### src/rtl/stack_cpu_core.sv
// stack_cpu_core: multicycle 8-bit stack-machine core driving a single-port 32x8 unified memory.
module stack_cpu_core #(
  parameter int DATA_W      = 8,
  parameter int ADDR_W      = 5,
  parameter int STACK_DEPTH = 8
) (
  input  logic                           clk,
  input  logic                           rst,
  output logic [ADDR_W-1:0]              address,
  output logic [DATA_W-1:0]              writeData,
  output logic                           memRead,
  output logic                           memWrite,
  input  logic [DATA_W-1:0]              memData,
  output logic [ADDR_W-1:0]              pc,
  output logic [DATA_W-1:0]              tos,
  output logic [$clog2(STACK_DEPTH):0]   sp,
  output logic                           halted
);
  localparam int IW = $clog2(STACK_DEPTH);
  localparam int SW = IW + 1;
  localparam logic [2:0] OP_ADD = 3'd0, OP_SUB = 3'd1, OP_AND = 3'd2, OP_NOT = 3'd3,
                         OP_PUSH = 3'd4, OP_POP = 3'd5, OP_JMP = 3'd6, OP_JZ = 3'd7;
  typedef enum logic [2:0] {FETCH, DECODE, EXEC, MRD, MWB, MWR, HALT} state_t;
  state_t              state_q, state_d;
  logic [ADDR_W-1:0]   pc_q, pc_d;
  logic [DATA_W-1:0]   ir_q, ir_d;
  logic [SW-1:0]       sp_q, sp_d;
  logic                halted_q, halted_d;
  logic [DATA_W-1:0]   stk_q [STACK_DEPTH];
  logic                wr_en;
  logic [IW-1:0]       wr_idx, ti, ni;
  logic [DATA_W-1:0]   wr_val, tos_v, nos_v;
  logic [2:0]          dop, eop;
  logic [ADDR_W-1:0]   da;
  logic                fault;
  assign ti    = sp_q[IW-1:0] - IW'(1);
  assign ni    = ti - IW'(1);
  assign tos_v = (sp_q == '0) ? '0 : stk_q[ti];
  assign nos_v = stk_q[ni];
  assign dop   = memData[DATA_W-1 -: 3];
  assign da    = memData[ADDR_W-1:0];
  assign eop   = ir_q[DATA_W-1 -: 3];
  // Every stack fault is caught while decoding, so no strobe ever follows a faulting opcode.
  assign fault = (dop < OP_NOT && sp_q < SW'(2)) ||
                 ((dop == OP_NOT || dop == OP_POP) && sp_q == '0) ||
                 (dop == OP_PUSH && sp_q == SW'(STACK_DEPTH));
  always_comb begin
    state_d  = state_q;
    pc_d     = pc_q;
    ir_d     = ir_q;
    sp_d     = sp_q;
    halted_d = halted_q;
    wr_en    = 1'b0;
    wr_idx   = ti;
    wr_val   = tos_v;
    case (state_q)
      FETCH: state_d = DECODE;
      DECODE: begin
        ir_d = memData;
        pc_d = pc_q + ADDR_W'(1);
        if (fault) begin
          halted_d = 1'b1;
          state_d  = HALT;
        end else if (dop == OP_JMP) begin
          pc_d    = da;
          state_d = FETCH;
        end else if (dop == OP_JZ) begin
          pc_d    = (sp_q != '0 && tos_v == '0) ? da : pc_q + ADDR_W'(1);
          state_d = FETCH;
        end else begin
          state_d = (dop == OP_PUSH) ? MRD : (dop == OP_POP) ? MWR : EXEC;
        end
      end
      EXEC: begin
        wr_en   = 1'b1;
        wr_idx  = (eop == OP_NOT) ? ti : ni;
        wr_val  = (eop == OP_NOT) ? ~tos_v :
                  (eop == OP_ADD) ? nos_v + tos_v :
                  (eop == OP_SUB) ? nos_v - tos_v : nos_v & tos_v;
        sp_d    = (eop == OP_NOT) ? sp_q : sp_q - SW'(1);
        state_d = FETCH;
      end
      MRD: state_d = MWB;
      MWB: begin
        wr_en   = 1'b1;
        wr_idx  = sp_q[IW-1:0];
        wr_val  = memData;
        sp_d    = sp_q + SW'(1);
        state_d = FETCH;
      end
      MWR: begin
        sp_d    = sp_q - SW'(1);
        state_d = FETCH;
      end
      default: state_d = HALT;
    endcase
  end
  always_ff @(posedge clk) begin
    if (rst) begin
      state_q  <= FETCH;
      pc_q     <= '0;
      ir_q     <= '0;
      sp_q     <= '0;
      halted_q <= 1'b0;
      for (int i = 0; i < STACK_DEPTH; i++) stk_q[i] <= '0;
    end else begin
      state_q  <= state_d;
      pc_q     <= pc_d;
      ir_q     <= ir_d;
      sp_q     <= sp_d;
      halted_q <= halted_d;
      if (wr_en) stk_q[wr_idx] <= wr_val;
    end
  end
  assign memRead   = !rst && (state_q == FETCH || state_q == MRD);
  assign memWrite  = !rst && state_q == MWR;
  assign address   = rst ? '0 : (state_q == FETCH) ? pc_q :
                     (state_q == MRD || state_q == MWR) ? ir_q[ADDR_W-1:0] : '0;
  assign writeData = memWrite ? tos_v : '0;
  assign pc        = pc_q;
  assign tos       = tos_v;
  assign sp        = sp_q;
  assign halted    = halted_q;
endmodule

### config.mk
export PLATFORM = sky130hd
export DESIGN_NAME = stack_cpu_core
export DESIGN_NICKNAME = d
export VERILOG_FILES = /design/src/rtl/stack_cpu_core.sv
export SDC_FILE = /design/constraint.sdc
export NUM_CORES = 1
export LEC_CHECK = 0
export ABC_CLOCK_PERIOD_IN_PS = 4800
export CORE_ASPECT_RATIO = 1.25
export CORE_MARGIN = 2
export CORE_UTILIZATION = 50
export CTS_BUF_LIST = sky130_fd_sc_hd__clkbuf_8
export DETAILED_ROUTE_END_ITERATION = 7
export HOLD_SLACK_MARGIN = 0.06
export PLACE_DENSITY = 0.83
export SYNTH_ARGS = -nofsm -noshare
export SYNTH_HDL_FRONTEND = slang
export SYNTH_SLANG_ARGS = --single-unit
### constraint.sdc
create_clock -name clk -period 4.8 [get_ports clk]
set_input_delay 0.96 -clock clk [delete_from_list [all_inputs] [get_ports clk]]
set_output_delay 0.96 -clock clk [all_outputs]
set_load 0.005 [all_outputs]
**Yosys cells after proc, flatten, opt, wreduce, memory -nomap -nowiden**

Memories as Yosys holds them, arrays and structs flattened.
Cells that the tools add are included.

- Output and inout port bits: 33
- Memories: 1
- Word-level logic and storage cells: 86
- Bits in writable memories: 64
- Bits in registers: 21
- Input bits: 10

Memories:

| memory | depth | width | rd ports | clocked after Yosys merged registers in | wr ports | RTL line | RTL |
|---|---|---|---|---|---|---|---|
| stk_q | 8 | 8 | 2 | 0 | 8 | 29 | `logic [DATA_W-1:0] stk_q [STACK_DEPTH];` |

- Bitwise logic cells: 2
- $lt $le $gt $ge: 2
- Reductions and logical operators: 23
- Equal/unequal tests: 14
- Add/subtract/negate cells: 7
- Multiplexer cells: 32

Operator list:

| operator | count |
|---|---|
| $mux 8 | 6 |
| $mux 5 | 7 |
| $mux 3 | 7 |
| $eq 3x3->1 const B | 6 |
| $pmux 8 s2 | 1 |
| $eq 3x2->1 const B | 4 |
| $pmux 3 s4 | 1 |
| $pmux 4 s3 | 1 |
| $add 8x8->8 | 1 |
| $and 8x8->8 | 1 |
| $logic_not 8->1 | 1 |
| $not 8->8 | 1 |
| $reduce_or 8->1 | 1 |
| $sub 8x8->8 | 1 |
| $mux 1 | 7 |
| $eq 3x1->1 const B | 2 |
| $logic_and 1x1->1 | 6 |
| $logic_not 3->1 | 2 |
| $pmux 3 s2 | 1 |
| $sub 3x1->3 const B | 2 |
| $add 5x1->5 const B | 1 |
| $logic_or 1x1->1 | 5 |
| $add 4x1->4 const B | 1 |
| $eq 4x4->1 const B | 1 |
| 12 further kinds | 13 |

**Logic depth before layout (Yosys ltp)**

Gate-level depths: netlist (run 1).
An unclocked memory read counts as a cell.

- Word-level depth: 9
- Depth in mapped cells: 24
- Mapped depth without buffers: 17

**Worst setup path before layout (run 1)**

Ideal clock, no wire load.

- Path kind: register to register
- Start: register sp_q[0] (netlist: sp[0])
- End: memory stk_q[0][6] (data pin)
- Path buffers: 7
- Setup slack: -251 ps
- Required time: 4,536 ps
- Clock period less this slack: 5,051 ps
- Data arrival time: 4,788 ps
- Setup time: 264 ps
- Stages on the path, launching flop included: 21
- Path through: dfxtp_1 buf_6 buf_2 buf_2 inv_1 ha_1 buf_6 buf_6 buf_2 buf_2 mux2_2 mux4_2 ha_1 nor2b_1 o21ai_0 a21oi_1 or2_2 a2111o_1 o211ai_1 o31a_1 nor2_1

RTL lines:

| element | RTL line | RTL |
|---|---|---|
| start, declared | 27 | `logic [SW-1:0] sp_q, sp_d;` |
| start signal, assigned | 110 | `sp_q <= sp_d;` |
| end, declared | 29 |  |

==> results.py, run 1 <==
metrics = {
    "global_routing": {
        "grt_pass1_wl_mm": 24.7,
        "grt_max_degree": 53,
        "antenna_found_initial": 0,
        "track_usage_pct": 26.3,
        "gr-total-overflow": 0,
        "first_global_vias": 4713,
    },
    "worst_setup_path": {
        "path_cells": "inv_1 -> ha_1 -> xnor2_2 -> xor2_2 -> mux4_2 -> ha_1 -> nor2b_1 -> o21ai_0 -> a21oi_1 -> or2_2 -> a2111o_1 -> o211ai_1 -> o31a_1 -> buf_12 -> nor2_1",
        "worst_path_largest_cell_delay_ns": 0.59,
        "end_kind": "flip-flop",
        "required_ns": 4.92,
        "regToRegSetupSlack_ns": 0.28,
        "path_buf_inv": 2,
        "cp-start-kind": "flip-flop",
        "rr_worst_depth": 15,
        "crit_arrival_ns": 4.63,
        "path_max_fanout": 8,
        "slowest_stage": "mux4_2",
        "cp_top_family": "compound AO/OA/AOI/OAI gates",
        "cp_num_cells": 15,
        "cpMostUsedCell": "ha_1",
        "crit_type": "reg2reg",
    },
    "placed_design": {
        "place_hpwl_mm": 12.1,
        "place_congestion": 0.955,
        "placed_area_um2": 6250,
        "port_buffers": 42,
    },
    "clock_tree": {
        "holdBufCountCts": 0,
        "clk_latency_ns": 0.38,
        "clkTransAtPathRegs_ns": 0.10,
        "cts_tree": "built",
        "clockBufferDepth": 2,
        "htree_levels": 3,
        "root_buffer": "clkbuf_8",
        "cts_sinks": 85,
        "cts_made_buffers": 9,
    },
    "synthesis": {
        "synth_top_area_cell": "edfxtp_1",
        "synth_edf_count": 64,
        "synth_top_area_share_pct": 33.5,
        "ys_types": 68,
        "seq_area_frac_synth_pct": 40.8,
        "yosysWarnings": 0,
        "syn_avg_cell_area_um2": 9.45,
        "async_flop_share_pct": 0,
        "syn-cell-area_um2": 5730,
        "synth-seq-cells": 85,
        "synth_flop_cell": "edfxtp_1",
        "syn_inst": 607,
        "syn_nets": 644,
        "yosys-top-cells-area": "edfxtp_1, nor2_1, dfxtp_1, ha_1, mux2_2",
    },
    "detailed_routing": {
        "wl_met1_mm": 6.08,
        "met2WireLength_mm": 8.04,
        "ant_nets": 0,
        "drt_iter0_markers": 479,
        "wirelength_mm": 16.0,
        "routed.top_layer": "met4",
        "drc": 0,
        "vias": 4871,
        "via_per_inst": 6.27,
        "post_drt_wl_per_cell_um": 20.6,
        "met3_length_mm": 1.20,
        "firstDrtPassIters": 7,
    },
    "timing": {
        "tns_ns": 0,
        "hold-worst-slack_ns": 0.477,
        "slew_violations": 0,
        "tightest_slew_ns": 1.21,
        "min_period_ns": 4.52,
        "setup_viol_count_final": 0,
        "period_share_pct": 94.1,
        "fmax_ghz": 0.221,
        "max_slew_margin_pct": 18.8,
        "final.setup_skew_ns": 0.0178,
        "grt_setup_unrepaired": "false",
        "finalHoldViolCount": 0,
    },
    "final_layout": {
        "fillCellCount": 955,
        "multi_input_area_um2": 3140,
        "post-route-util_pct": 58.2,
        "layout-drive-gt1-share_pct": 12.6,
        "seq_area_um2": 2340,
        "layout_common_cells": "nor2_1, edfxtp_1, nand2_1",
        "synthToLayoutAreaGrowth_pct": 13.1,
        "final_common_cell": "nor2_1",
        "stdcell_area_um2": 6480,
        "final_net_count": 674,
        "num_antenna_cells": 0,
    },
    "power": {
        "irDropWorstVdd_uv": 208,
        "p_leak_nw": 2.38,
        "power_density_nw_per_um2": 695,
    },
    "die": {
        "die_h_um": 124,
        "start_util_pct": 51.5,
        "fp.dieW_um": 99.8,
        "core_area_um2": 11100,
        "rows": 43,
        "io_pins": 43,
        "dieArea_um2": 12300,
    },
    "run_status": {
        "status": "completed",
    },
    "worst_hold_path": {
        "hold_depth": 2,
        "hp-class": "reg2reg",
    },
    "flow_run": {
        "drv_cap": 0,
    },
}
[synth_stat cells, drive strengths merged, types with 3 or more instances]
cell type / count
fa: 3
xnor2: 7
o22a: 4
nand3b: 3
nand2: 55
nand2b: 3
dfxtp: 21
mux2i: 24
a22oi: 9
mux2: 25
ha: 24
a31oi: 5
o21ai: 25
or2: 6
clkbuf: 22
nor2b: 9
or3: 3
nor3: 11
and3: 5
a221oi: 6
a41oi: 4
a21oi: 44
nand3: 11
mux4: 10
xor2: 3
edfxtp: 64
inv: 25
a21boi: 3
o211ai: 6
o21bai: 3
nor2: 116
buf: 13
[metal layers]
metal	vias to the layer above	GRT usage (%)
met5	-	0
li1	2253	-
met3	46	4.15
met1	2318	30.7
met2	254	46.6
met4	0	13.9
[path summary, 6_finish.rpt]
kind,end,startpoint
worst max-delay path,stk_q[0][6],sp[1]
worst min-delay path,ir_q[1],ir_q[1]
worst max register to register,stk_q[0][6],sp[1]
worst min register to register,ir_q[1],ir_q[1]
[metrics by stage]
step	power (mW)	worst slack [ns]	cells
floorplan	3.13	0.0383	607
global placement	3.85	0.276	760
detailed placement	3.91	0.149	760
CTS	4.44	0.109	776
global route	4.83	0.00727	777
finish	4.51	0.283	777
[registers in the layout, summed over array words and instances, names as in the netlist]
name and flops:
stk_q 64, ir_q 8, pc 5, sp 4
state_q 3, halted 1
[cells by family after synthesis]
logic type	synth area share (%)
compound gates	15.1
buf+inv	4.95
fa+ha+maj	6.28
mux	13.2
flops	40.8
xor+xnor	1.53
simple gates	18.1
[final cells by class]
class	instances	share of cell area [%]
multi-input combinational	461	48.4
sequential	85	36.1
timing repair buffer	54	8.26
tap	135	2.61
clock buffer	9	1.91
inverter	26	1.51
clock inverter	7	1.14
[repair_timing]
| action | 4_1_cts | 5_1_grt |
|---|---|---|
| setup endpoints to repair | 0 | 22 |
| setup buffers | 0 | 1 |
| gates resized for setup | 0 | 2 |
[worst reg2reg max path, cell delays in order (launching register included)]
cell	delay [ns]
dfxtp_1	0.43
inv_1	0.15
ha_1	0.32
xnor2_2	0.31
xor2_2	0.36
mux4_2	0.60
ha_1	0.36
nor2b_1	0.15
o21ai_0	0.24
a21oi_1	0.13
or2_2	0.30
a2111o_1	0.40
o211ai_1	0.12
o31a_1	0.20
buf_12	0.13
nor2_1	0.05
[power by group]
group,internal (mW),total (mW),switching (mW),leakage [nW]
logic,1.28,3.02,1.74,1.45
registers,0.871,0.953,0.0827,0.833
clock network,0.244,0.532,0.288,0.102
Power figures use the tool's default switching activity.
==> run 2, diff against run 1 <==
GPL_TIMING_DRIVEN = 0   (was unset)
==> run 2 against run 1 <==
Cell count up 4.4%. Largest cell class unchanged. Highest routed layer unchanged. Register-to-register slack worse by 0.16 ns. Count of clock-buffer cells in the layout unchanged. Hold slack worse by 0.014 ns.
==> results.py, run 2 (synthesized netlist as in run 1, its figures left out) <==
metrics = {
    "clock_tree": {
        "clk_latency_ns": 0.38,
        "cts_sinks": 85,
        "holdBufCountCts": 0,
        "clockBufferDepth": 2,
        "cts_made_buffers": 9,
        "cts_tree": "built",
        "htree_levels": 3,
        "root_buffer": "clkbuf_8",
        "clkTransAtPathRegs_ns": 0.10,
    },
    "global_routing": {
        "track_usage_pct": 27.5,
        "grt_max_degree": 17,
        "gr-total-overflow": 0,
        "first_global_vias": 4900,
        "antenna_found_initial": 0,
        "grt_pass1_wl_mm": 25.7,
    },
    "timing": {
        "finalHoldViolCount": 0,
        "setup_viol_count_final": 0,
        "min_period_ns": 4.67,
        "period_share_pct": 97.4,
        "slew_violations": 0,
        "hold-worst-slack_ns": 0.463,
        "grt_setup_unrepaired": "false",
        "max_slew_margin_pct": 42.3,
        "tightest_slew_ns": 0.866,
        "final.setup_skew_ns": 0.0163,
        "fmax_ghz": 0.214,
    },
    "worst_setup_path": {
        "slowest_stage": "mux4_2",
        "cp-start-kind": "flip-flop",
        "path_cells": "buf_12 -> buf_6 -> clkinvlp_4 -> ha_4 -> buf_12 -> buf_16 -> buf_8 -> mux2_2 -> mux4_2 -> ha_4 -> nor2b_1 -> o21ai_1 -> a21oi_1 -> or2_2 -> a2111o_1 -> o211ai_1 -> o31a_1 -> buf_12 -> nor2_1",
        "crit_arrival_ns": 4.80,
        "regToRegSetupSlack_ns": 0.13,
        "cp_top_family": "buffers and inverters",
        "rr_worst_depth": 19,
        "crit_type": "reg2reg",
        "worst_path_largest_cell_delay_ns": 0.54,
        "path_buf_inv": 7,
        "end_kind": "flip-flop",
        "cp_num_cells": 19,
        "path_max_fanout": 15,
        "required_ns": 4.92,
        "cpMostUsedCell": "buf_12",
    },
    "flow_run": {
        "drv_cap": 0,
    },
    "final_layout": {
        "final_common_cell": "nor2_1",
        "regMostFlops": "stk_q",
        "layout-drive-gt1-share_pct": 15.2,
        "layout_common_cells": "nor2_1, edfxtp_1, nand2_1",
        "seq_area_um2": 2350,
        "stdcell_area_um2": 6780,
        "final_net_count": 708,
        "num_antenna_cells": 0,
        "synthToLayoutAreaGrowth_pct": 18.3,
        "multi_input_area_um2": 3220,
        "fillCellCount": 929,
        "largest_reg_flops": 64,
    },
    "detailed_routing": {
        "post_drt_wl_per_cell_um": 21.0,
        "vias": 5128,
        "ant_nets": 0,
        "firstDrtPassIters": 5,
        "wirelength_mm": 17.0,
        "drt_iter0_markers": 491,
        "drc": 0,
        "via_per_inst": 6.32,
    },
    "die": {
        "core_area_um2": 11100,
        "die_h_um": 124,
        "rows": 43,
        "io_pins": 43,
        "start_util_pct": 51.5,
        "dieArea_um2": 12300,
        "fp.dieW_um": 99.8,
    },
    "run_status": {
        "status": "completed",
    },
    "worst_hold_path": {
        "hold_depth": 2,
        "hp-class": "reg2reg",
    },
    "placed_design": {
        "port_buffers": 38,
        "placed_area_um2": 6310,
        "place_hpwl_mm": 12.7,
        "place_congestion": 0.913,
    },
    "power": {
        "p_total_mw": 5.02,
        "p_leak_nw": 2.50,
        "irDropWorstVdd_uv": 260,
        "power_density_nw_per_um2": 740,
    },
}
## run 2: final timing paths
kind,from,to
min,ir_q[3],ir_q[3]
max,sp[0],stk_q[1][6]
min reg2reg,ir_q[3],ir_q[3]
max reg2reg,sp[0],stk_q[1][6]
## run 2: area by class of cell
type | count | share of cell area (%)
multi-input combinational | 461 | 47.4
sequential | 85 | 34.6
timing repair buffer | 55 | 7.67
buffer | 33 | 3.36
tap | 135 | 2.49
clock buffer | 9 | 1.83
inverter | 26 | 1.49
clock inverter | 7 | 1.16
## run 2: per-stage QoR
step	utilization [%]	setup TNS [ns]	worst slack (ns)	std cells
floorplan	-	0	0.0383	607
global placement	56.6	-27.54	-0.831	780
detailed placement	56.6	-32.78	-0.948	780
CTS	60.1	0	0.0206	802
global route	60.9	0	0.0275	811
finish	60.9	0	0.126	811
## run 2: where the power goes
part	switching (mW)	total, mW	internal (mW)
combinational	2.00	3.54	1.54
sequential	0.0613	0.933	0.872
clock	0.298	0.546	0.248
## run 2: worst min-delay path, stage by stage (launching register included)
cell and delay [ns]:
dfxtp_1 0.32, nand2_1 0.05, a21oi_1 0.05
## run 2: timing repair
action,in CTS,in global routing
setup buffers,7,10
setup endpoints to repair,57,48
hold endpoints to repair,0,0
resized for setup,23,7
pin swaps,2,4
## run 2: metal layers
layer  track usage (%)  vias up  part of all wire [%]
met3              4.60       71                   8.5
met2              46.5      304                    48
li1                  -     2323                     -
met4              17.2        0                   5.5
met1              32.6     2430                    37
met5                 0        -                     0
==> run 3, diff against run 2 <==
CORE_ASPECT_RATIO = unset   (was 1.25)
==> run 3 against run 2 <==
Global-route usage is 0.51 points lower. Combinational power shrank 3%. Largest cell class unchanged. Die area hardly changed. Non-clock buffer count down 8. Design area shrank 0.92%. Core utilization decreased by 1.5 points. Hold slack improved by 0.0035 ns. Critical endpoint is now stk_q[7][6].
==> results.py, run 3 (synthesized netlist as in run 1, its figures left out) <==
metrics = {
    "die": {
        "rows": 39,
        "die_h_um": 111,
        "fp.dieW_um": 111,
        "start_util_pct": 50.7,
        "dieArea_um2": 12300,
        "core_area_um2": 11300,
        "io_pins": 43,
    },
    "clock_tree": {
        "htree_levels": 3,
        "root_buffer": "clkbuf_8",
        "clk_latency_ns": 0.39,
        "cts_tree": "built",
        "cts_made_buffers": 9,
        "holdBufCountCts": 0,
        "clockBufferDepth": 2,
        "cts_sinks": 85,
        "clkTransAtPathRegs_ns": 0.08,
    },
    "detailed_routing": {
        "vias": 5017,
        "firstDrtPassIters": 8,
        "wirelength_mm": 16.4,
        "via_per_inst": 6.19,
        "drt_iter0_markers": 544,
        "drc": 0,
        "post_drt_wl_per_cell_um": 20.3,
        "ant_nets": 0,
    },
    "power": {
        "seqPwrFrac_pct": 19.2,
        "power_density_nw_per_um2": 725,
        "swShare_pct": 46.9,
        "p_total_mw": 4.87,
        "p_int_mw": 2.59,
        "p_leak_nw": 2.45,
        "clock_power_share_pct": 10.5,
        "irDropWorstVdd_uv": 425,
        "power_switching_mw": 2.28,
        "p_comb_share_pct": 70.2,
    },
    "timing": {
        "fmax_ghz": 0.216,
        "max_slew_margin_pct": 34.5,
        "slew_violations": 0,
        "grt_setup_unrepaired": "false",
        "period_share_pct": 96.2,
        "min_period_ns": 4.62,
        "final.setup_skew_ns": 0.0164,
        "tightest_slew_ns": 0.975,
        "setup_viol_count_final": 0,
        "finalHoldViolCount": 0,
    },
    "global_routing": {
        "track_usage_pct": 26.9,
        "first_global_vias": 4992,
        "antenna_found_initial": 0,
        "grt_max_degree": 25,
        "grt_pass1_wl_mm": 25.8,
        "gr-total-overflow": 0,
    },
    "worst_setup_path": {
        "crit_type": "reg2reg",
        "required_ns": 4.93,
        "path_max_fanout": 19,
        "end_kind": "flip-flop",
        "cp-start-kind": "flip-flop",
        "crit_arrival_ns": 4.74,
    },
    "final_layout": {
        "num_antenna_cells": 0,
        "final_net_count": 700,
        "synthToLayoutAreaGrowth_pct": 17.2,
        "layout-drive-gt1-share_pct": 13.5,
        "final_common_cell": "nor2_1",
        "layout.cells.non_filler": 811,
        "layout_common_cells": "nor2_1, edfxtp_1, nand2_1",
        "largest_reg_flops": 64,
        "regMostFlops": "stk_q",
    },
    "placed_design": {
        "place_congestion": 0.996,
        "place_hpwl_mm": 12.3,
        "dp.cells": 788,
        "port_buffers": 38,
    },
    "worst_hold_path": {
        "hp-class": "reg2reg",
    },
    "run_status": {
        "status": "completed",
    },
    "flow_run": {
        "drv_cap": 0,
    },
}
-- run 3: cell count changes in the layout (fill, tap and decap cells not counted), sizes merged --
cell | before | now
buf | 28 | 19
clkbuf | 31 | 32
clkinv | 1 | 3
inv | 29 | 27
-- run 3: final cells by class --
type,instances,area [um^2]
Buffer,32,198
Clock buffer,9,124
Clock inverter,7,67.6
Fill cell,965,4600
Inverter,26,101
Multi-Input combinational cell,461,3210
Sequential cell,85,2350
Tap cell,143,179
Timing Repair Buffer,48,498
-- run 3: power by group through the flow --
| stage | sequential [mW] | clock (mW) | combinational, mW |
|---|---|---|---|
| 3_3_place_gp | 0.941 | 0 | 2.96 |
| 3_5_place_dp | 0.948 | 0 | 3.04 |
| 5_1_grt | 0.949 | 0.538 | 3.67 |
| 2_1_floorplan | 0.929 | 0 | 2.20 |
| 6_report | 0.938 | 0.513 | 3.42 |
| 4_1_cts | 0.932 | 0.514 | 3.19 |
-- run 3: worst paths after layout --
check	start	to	slack [ns]	cells after the start
max	sp[0]	stk_q[7][6]	0.18	18
min	ir_q[3]	ir_q[3]	0.47	2
max reg2reg	sp[0]	stk_q[7][6]	0.18	18
min reg2reg	ir_q[3]	ir_q[3]	0.47	2
-- run 3: metrics by stage --
stage          setup WS (ns)  hold WS, ns  TNS [ns]  area, um^2  util (%)
5_1_grt              0.00467        0.478         0        6720      59.4
2_1_floorplan         0.0383        0.437         0        5760         -
4_1_cts               0.0402        0.468         0        6620      58.5
3_5_place_dp          -0.761        0.457    -30.75        6320      55.8
6_report               0.180        0.467         0        6720      59.4
3_3_place_gp          -0.688        0.446    -27.25        6320      55.8
-- run 3: repair_timing --
item / 4_1_cts / 5_1_grt
setup endpoints to repair: 56 / 56
gates cloned: 0 / 1
buffers inserted: 3 / 6
pin swaps: 2 / 3
resized for setup: 14 / 8
-- run 3: worst max-delay path, stage by stage (launching register included) --
cell and delay, ns:
dfxtp_4 0.41, buf_12 0.16, clkinvlp_4 0.14, ha_4 0.32, buf_8 0.18, buf_8 0.18
buf_8 0.21, mux2_2 0.38, mux4_2 0.52, ha_4 0.26, nor2b_1 0.13, o21ai_1 0.19
a21oi_1 0.09, or2_2 0.29, a2111o_1 0.40, o211ai_1 0.10, o31a_1 0.20, buf_12 0.13
nor2_1 0.05
-- run 3: routing by layer --
metal	track usage [%]	part of all wire, %
met1	33.1	40
met4	15.3	4.3
met5	0	0
met2	43.4	47
met3	6.72	8.3
